`src/rtl/cnt_mod_pkg.sv`:
```
`default_nettype none
// +-------------------------------------------------------------------------+
// | cnt_mod_pkg : channel state encoding and mode constants for cnt_mod     |
// | Rev 1.0                                                                 |
// +-------------------------------------------------------------------------+
package cnt_mod_pkg;

  localparam logic [1:0] ST_IDLE = 2'b00;
  localparam logic [1:0] ST_RUN  = 2'b01;
  localparam logic [1:0] ST_DONE = 2'b10;

  localparam logic MODE_WRAP    = 1'b0;
  localparam logic MODE_ONESHOT = 1'b1;

endpackage
`default_nettype wire

```
`src/rtl/cnt_mod_ch.sv`:
```
`default_nettype none
// +-------------------------------------------------------------------------+
// | cnt_mod_ch : one counter channel (IDLE/RUN/DONE) with shadowed n/cmp    |
// | Rev 1.0                                                                 |
// +-------------------------------------------------------------------------+
module cnt_mod_ch
  import cnt_mod_pkg::*;
#(
  parameter int W = 32
) (
  input  logic         clk,
  input  logic         rstn,
  input  logic         clr,
  input  logic         exec,
  input  logic         mode,
  input  logic [W-1:0] n,
  input  logic [W-1:0] cmp,
  output logic [W-1:0] cnt,
  output logic         busy,
  output logic         tc,
  output logic         match
);

  localparam logic [W-1:0] ONE = {{(W-1){1'b0}}, 1'b1};

  logic [1:0]   state_q,  state_d;
  logic [W-1:0] cnt_q,    cnt_d;
  logic [W-1:0] n_l_q,    n_l_d;
  logic [W-1:0] cmp_l_q,  cmp_l_d;
  logic         mode_l_q, mode_l_d;

  always_ff @(posedge clk or negedge rstn) begin
    if (!rstn) begin
      state_q  <= ST_IDLE;
      cnt_q    <= '0;
      n_l_q    <= '0;
      cmp_l_q  <= '0;
      mode_l_q <= MODE_WRAP;
    end else begin
      state_q  <= state_d;
      cnt_q    <= cnt_d;
      n_l_q    <= n_l_d;
      cmp_l_q  <= cmp_l_d;
      mode_l_q <= mode_l_d;
    end
  end

  // Dropping exec in RUN is checked before terminal handling so it wins.
  always_comb begin
    state_d  = state_q;
    cnt_d    = cnt_q;
    n_l_d    = n_l_q;
    cmp_l_d  = cmp_l_q;
    mode_l_d = mode_l_q;
    if (clr) begin
      state_d = ST_IDLE;
      cnt_d   = '0;
    end else begin
      case (state_q)
        ST_IDLE: begin
          if (exec) begin
            state_d  = ST_RUN;
            cnt_d    = '0;
            n_l_d    = n;
            cmp_l_d  = cmp;
            mode_l_d = mode;
          end
        end
        ST_RUN: begin
          if (!exec) begin
            state_d = ST_IDLE;
          end else if (cnt_q == n_l_q) begin
            if (mode_l_q == MODE_ONESHOT) begin
              state_d = ST_DONE;
            end else begin
              cnt_d = '0;
            end
          end else begin
            cnt_d = cnt_q + ONE;
          end
        end
        ST_DONE: begin
          if (!exec) begin
            state_d = ST_IDLE;
          end
        end
        default: state_d = ST_IDLE;
      endcase
    end
  end

  always_comb begin
    cnt   = cnt_q;
    busy  = (state_q == ST_RUN);
    tc    = (state_q == ST_RUN) && (cnt_q == n_l_q);
    match = (state_q == ST_RUN) && (cnt_q == cmp_l_q);
  end

endmodule
`default_nettype wire

```
`src/rtl/cnt_mod_multi.sv`:
```
`default_nettype none
// +-------------------------------------------------------------------------+
// | cnt_mod_multi : CH independent counter channels on packed buses         |
// | Rev 1.0                                                                 |
// +-------------------------------------------------------------------------+
module cnt_mod_multi
  import cnt_mod_pkg::*;
#(
  parameter int W  = 32,
  parameter int CH = 4
) (
  input  logic          clk,
  input  logic          rstn,
  input  logic          clr,
  input  logic [CH-1:0] exec,
  input  logic [CH-1:0] mode,
  input  logic [CH*W-1:0] n,
  input  logic [CH*W-1:0] cmp,
  output logic [CH*W-1:0] cnt,
  output logic [CH-1:0] busy,
  output logic [CH-1:0] tc,
  output logic [CH-1:0] match
);

  for (genvar i = 0; i < CH; i++) begin : g_ch
    cnt_mod_ch #(
      .W(W)
    ) u_ch (
      .clk  (clk),
      .rstn (rstn),
      .clr  (clr),
      .exec (exec[i]),
      .mode (mode[i]),
      .n    (n[i*W +: W]),
      .cmp  (cmp[i*W +: W]),
      .cnt  (cnt[i*W +: W]),
      .busy (busy[i]),
      .tc   (tc[i]),
      .match(match[i])
    );
  end

endmodule
`default_nettype wire

```
`config.mk`:
```
export PLATFORM = sky130hd
export DESIGN_NAME = cnt_mod_multi
export DESIGN_NICKNAME = d
export VERILOG_FILES = /design/src/rtl/cnt_mod_pkg.sv /design/src/rtl/cnt_mod_ch.sv /design/src/rtl/cnt_mod_multi.sv
export SDC_FILE = /design/constraint.sdc
export NUM_CORES = 1
export LEC_CHECK = 0
export BUFFER_PORTS_ARGS = -buffer_cell sky130_fd_sc_hd__buf_2
export CAP_MARGIN = 20
export CORE_UTILIZATION = 35
export DETAILED_ROUTE_END_ITERATION = 10
export GPL_TIMING_DRIVEN = 0
export PLACE_DENSITY_LB_ADDON = 0.25
export SLEW_MARGIN = 20
export SYNTH_ARGS = -nofsm -noshare
export SYNTH_HDL_FRONTEND = slang
export SYNTH_SLANG_ARGS = --single-unit
```
`constraint.sdc`:
```
create_clock -name clk -period 6 [get_ports clk]
set_input_delay 0.3 -clock clk [delete_from_list [all_inputs] [get_ports clk]]
set_output_delay 0.3 -clock clk [all_outputs]
set_load 0.005 [all_outputs]
```
; ---- Yosys cells after proc, flatten, opt, wreduce, memory -nomap -nowiden
; Cells that the tools add are included.
[op_classes]
bitwise = 1
eq_ne = 40
reduce_logical = 28
add_sub_neg = 4
mux = 52
[op_table]
columns = cell, n
row1 = 32-bit 2-to-1 mux, 20
row2 = 32-bit equality test, 8
row3 = 32-bit case mux with 2 select lines, 4
row4 = "32-bit by 1-bit adder with 32-bit output, second input constant", 4
row5 = 2-bit 2-to-1 mux, 24
row6 = "4-bit != test, second input constant", 12
row7 = "3-bit != test, second input constant", 12
row8 = 4-bit AND reduction, 8
row9 = 2-bit case mux with 3 select lines, 4
row10 = 3-bit AND reduction, 4
row11 = 3-bit nonzero test, 4
row12 = "2-bit by 1-bit equality test with 1-bit output, second input constant", 4
row13 = "2-bit equality test, second input constant", 4
row14 = 1-bit logical AND, 8
row15 = 2-bit zero test, 4
row16 = 1-bit NOT, 1
[totals]
elab_cells = 145
ff_bits = 396
output_inout_bits = 140
input_bits = 267

; ---- Longest topological paths before layout
[depth]
ltp_word = 5
ltp_mapped = 10
depth_no_buf = 8

; ---- By module
; A second synthesis with hierarchy kept.
[unflattened]
cells_unflattened = 1911
hier_area_um2 = 21369.2
[modules_own_cells]
columns = mod, cells_each, seq_area_each_um2, area_per_inst_um2, n_inst
row1 = cnt_mod_ch (g_ch[0].u_ch ...), 480, 2477.4, 5291.3, 3
row2 = cnt_mod_ch (g_ch[3].u_ch), 471, 2477.4, 5495.3, 1

; ---- Worst setup path after synthesis
; No wires, ideal clock.
[synth_path]
kind = register -> register
from = reg g_ch[1].u_ch.cnt_q[12]
to = reg g_ch[1].u_ch.cnt_q[13]
path_stages_with_launch = 10
path_slack_ns = 3.867
n_path_buf = 2
setup_ns = 0.132
period_less_slack_ns = 2.133
required_time_ns = 5.868
arrival_ns = 2.001
cell_sequence = dfrtp_1 -> buf_2 -> xnor2_2 -> nand4_2 -> nor4_4 -> and2_1 -> buf_6 -> mux2_2 -> a31oi_1 -> nor2_1
[synth_via]
elab_chain_len = 5
elab_cells_between_ends = 8
cone_classes = add/sub: 1 / eq/ne: 2 / mux: 4 / reduce/logical: 1
[synth_lines]
columns = element, line_no
row1 = start: declaration, cnt_mod_ch.sv:27  ; logic [W-1:0] cnt_q, cnt_d;
row2 = start signal: assignment, cnt_mod_ch.sv:41  ; cnt_q <= cnt_d;
row3 = 32-bit by 1-bit adder with 32-bit output / 32-bit equality test (equally long branches), "cnt_mod_ch.sv:79, cnt_mod_ch.sv:72"
row4 = 32-bit 2-to-1 mux, cnt_mod_ch.sv:72  ; end else if (cnt_q == n_l_q) begin
row5 = 32-bit 2-to-1 mux, cnt_mod_ch.sv:70  ; if (!exec) begin
row6 = 32-bit case mux with 2 select lines, cnt_mod_ch.sv:59  ; case (state_q)
row7 = 32-bit 2-to-1 mux, cnt_mod_ch.sv:55  ; if (clr) begin
; Parallel ways exist; a longest one is shown, timed or not. The select of a mux whose other input is x is not followed.
; A chain may end at the register's enable or synchronous reset.

; ---- Final worst setup path
[layout_path]
from = reg g_ch[0].u_ch.cnt_q[25]
to = out tc[0]
[layout_via]
elab_chain_len = 2
[layout_lines]
columns = element, line_no
row1 = start: declaration, cnt_mod_ch.sv:27
row2 = start signal: assignment, cnt_mod_ch.sv:41
row3 = 32-bit equality test, cnt_mod_ch.sv:95  ; tc = (state_q == ST_RUN) && (cnt_q == n_l_q);
row4 = 1-bit logical AND, cnt_mod_ch.sv:95
row5 = end: declaration, cnt_mod_multi.sv:21  ; output logic [CH-1:0] tc,
; Every way passes these cells.

==> flow_summary_export.csv <==
group,metric,value,unit
status,status,"completed",
synth,syn-num-nets,2146,
cells_and_area,fin_area,0.02798,mm2
synth,synth_warnings,0,
hold_path,hp-class,"in2reg",
cells_and_area,area.growth.synth_to_final,35.72,%
clock_network,cts_tree,"done",
cells_and_area,nets,2867,
clock_network,cts_setup_buffers,0,
power,p_leak,12.39,nW
cells_and_area,final_util,48.31,%
sta,period_minus_slack,3.350,ns
worst_setup_path,startpoint_type,"flop",
global_routing,antenna_found_initial,4,
power,power_density,264.2,mW/mm2
clock_network,clockBufferDepth,3,
drt,drc,0,
global_routing,grt_pass1_vias,17900,
run,maxCapViolations,0,
synth,synth_edf_count,0,
synth,synth_cell_types,69,
cells_and_area,final_common_cell,"buf_2",
drt,firstDrtPassIters,5,
sta,timing.hold.ws,0.04157,ns
power,ir_worst_vdd,232.1,uV
sta,rsz0062_at_grt,"false",
synth,synth.largest_area_cell,"dfrtp_1",
floorplan,num_rows,88,
clock_network,cts_made_buffers,47,
worst_setup_path,reg2reg_depth,10,
cells_and_area,layout_common_cells,"buf_2 (492), dfrtp_1 (396), mux2_2 (263), dlygate4sd3_1 (263), xnor2_1 (175)",
placement,dp_hpwl,51.34,mm
worst_setup_path,cp_max_fo,10,
floorplan,io_pins,407,
worst_setup_path,cp_data_required_time,5.70,ns
power,power.switching,0.001875,W
power,finalPower,0.007392,W
power,power.share.combinational,14.9,%
power,switching_share,25.37,%
synth,synthCells,1875,
sta,fmax,298.5,MHz
global_routing,grtUsageMet1,32.30,%
sta,hold_viol,0,
floorplan,die_h,244.7,um
floorplan,die_w,244.7,um
floorplan,core,0.05792,mm2
global_routing,use_met3,3.455,%
drt,wirelength,71.20,mm
sta,finalSetupViolCount,0,
worst_setup_path,r2r_slack,3.08,ns
clock_network,cts.sinks,396,
global_routing,gr-total-overflow,0,
drt,initialDrtViolationCount,1252,
worst_setup_path,crit_path_end_kind,"output pin",
global_routing,top_usage_layer,"met2",
floorplan,initial_utilization,35.59,%
drt,ant_nets,0,
worst_setup_path,arrival,3.05,ns
global_routing,grt_pass1_wl,108.2,mm
sta,finalCritPeriodShare,55.83,%
synth,seq_area_frac_synth,48.07,%
worst_setup_path,cp-startpoint,"g_ch[0].u_ch.cnt[25]",
power,seqPwrFrac,44.1,%
clock_network,cts.clk_slew.worst_paths,0.06,ns
clock_network,root_buffer,"clkbuf_16",
placement,port_buffers,405,
floorplan,die-area,0.05987,mm2
drt,vias,17720,
cells_and_area,drive_above_1_share,33.93,%
global_routing,grt_util_met2,38.14,%
drt,via_per_inst,5.218,
clock_network,cts_htree_levels,2,
sta,setup_tns,0,ns
sta,tightestPinTransition,0.8534,ns
sta,drv_slew,0,
sta,slew_headroom,43.11,%
worst_setup_path,critical_path_class,"reg2out",
synth,synth_flop_cell,"dfrtp_1",
placement,routabilityCongestion,0.8949,
synth,synth_top_area_share,48.07,%
clock_network,clk_latency,0.58,ns
synth,synthesis.area,0.02061,mm2
synth,synth.avg_cell_area,10.99,um2
synth,netlist_top_cells_area,"dfrtp_1 (48%), mux2_2 (14%), xnor2_1 (7.4%), xor2_1 (3.4%), nand4_1 (2.2%)",
synth,ys_ff_latch,396,
worst_setup_path,reg2reg_from,"g_ch[0].u_ch.cnt[25]",
placement,placed_area,0.02372,mm2
worst_setup_path,cp-endpoint,"tc[0]",
worst_setup_path,r2r_end,"g_ch[0].u_ch.cnt[5]",
power,p_int,0.005516,W
drt,wire_per_inst,20.97,um
synth,async_flop_share,100.0,%
sta,clock_skew,0.01633,ns
global_routing,globalRouteTotalUtil,23.50,%
power,power_frac_clock,41.1,%
global_routing,grt_max_degree,93,
metrics by stage:
stage | cells | setup slack, ns
5_1_grt | 3394 | 2.453
6_report | 3396 | 2.650
3_5_place_dp | 3049 | 3.079
4_1_cts | 3394 | 2.611
2_1_floorplan | 1875 | 3.867
3_3_place_gp | 3045 | -3.553
cells by family after synthesis:
logic type               count (synthesis)  synth area share, %
flip-flops                             396                48.07
XOR/XNOR                               258                11.03
AO/OA/AOI/OAI                          268                8.218
buffers and inverters                  171                4.303
AND/OR/NAND/NOR                        510                13.52
adder cells (fa/ha/maj)                  4               0.2428
multiplexers                           268                14.62
flip-flops by register name, indices dropped and copies added, names as in the netlist:
register,flops
g_ch.u_ch.cmp_l_q,128
g_ch.u_ch.cnt,128
g_ch.u_ch.mode_l_q,4
g_ch.u_ch.n_l_q,128
g_ch.u_ch.state_q,8
metal layers:
| layer | share of wire [%] | vias up |
|---|---|---|
| met5 | 0.076 | - |
| met4 | 2.7 | 8 |
| met3 | 4.9 | 123 |
| met2 | 47 | 541 |
| met1 | 45 | 8904 |
| li1 | - | 8145 |
power groups by stage:
stage	clock, W	combinational (W)	sequential, W
global route	0.00320	0.00120	0.00330
floorplan	0	0.000666	0.00322
finish	0.00303	0.00110	0.00326
CTS	0.00310	0.00111	0.00326
global placement	0	0.000934	0.00330
detailed placement	0	0.000965	0.00330
cell type report:
type                       count  area (um2)
inverter                      25       93.84
tap                          765       957.2
clock buffer                  68        1388
multi-input combinational   1308        9818
timing repair buffer         672        4780
fill                        5309       29940
sequential                   396        9910
clock inverter                14       234.0
buffer                       146       793.3
antenna                        2       5.005
synth_stat cells, types with 7 or more instances:
| cell | count |
|---|---|
| and3_1 | 27 |
| buf_6 | 7 |
| o311ai_1 | 12 |
| inv_1 | 24 |
| or3_1 | 9 |
| dfrtp_1 | 396 |
| nor3_1 | 31 |
| xnor2_1 | 175 |
| nor2_1 | 72 |
| xor2_1 | 81 |
| buf_4 | 22 |
| nand2b_1 | 8 |
| nand2_1 | 107 |
| o21ai_0 | 38 |
| nand4_1 | 74 |
| buf_2 | 88 |
| a21oi_1 | 42 |
| clkbuf_1 | 28 |
| a21o_1 | 10 |
| and2_1 | 9 |
| o21ai_1 | 73 |
| a31oi_1 | 18 |
| nor4_1 | 29 |
| nor2b_1 | 14 |
| nand3_1 | 81 |
| o41ai_1 | 16 |
| mux2_2 | 263 |
| o31ai_1 | 32 |
worst min path at each step:
| stage | startpoint | to | depth (start not counted) | slack [ns] |
|---|---|---|---|---|
| after floorplan | rstn | g_ch[0].u_ch.cmp_l_q[0] | 0 | 0.004 |
| after global placement | g_ch[1].u_ch.cmp_l_q[24] | g_ch[1].u_ch.cmp_l_q[24] | 1 | 0.51 |
| after CTS | exec[3] | g_ch[3].u_ch.state_q[1] | 3 | 0.007 |
| after detailed placement | rstn | g_ch[2].u_ch.cmp_l_q[0] | 1 | 0.32 |
| final | exec[3] | g_ch[3].u_ch.state_q[1] | 3 | 0.04 |
| after global routing | exec[3] | g_ch[3].u_ch.state_q[1] | 3 | 0.03 |
critical path, cell delays in order, from the launching register on:
cell      delay [ns]
dfrtp_1         0.35
clkbuf_1        0.37
xor2_1          0.12
nor4_1          0.46
nand4_1         0.31
or2_1           0.28
buf_2           0.19
nor2_1          0.15
buf_4           0.14
buf_2           0.10
timing repair:
action / CTS / global route
hold buffers: 263 / 0
endpoints found under the hold margin: 332 / 0
resized for setup: 0 / 0
(Power assumes the default switching activity.)
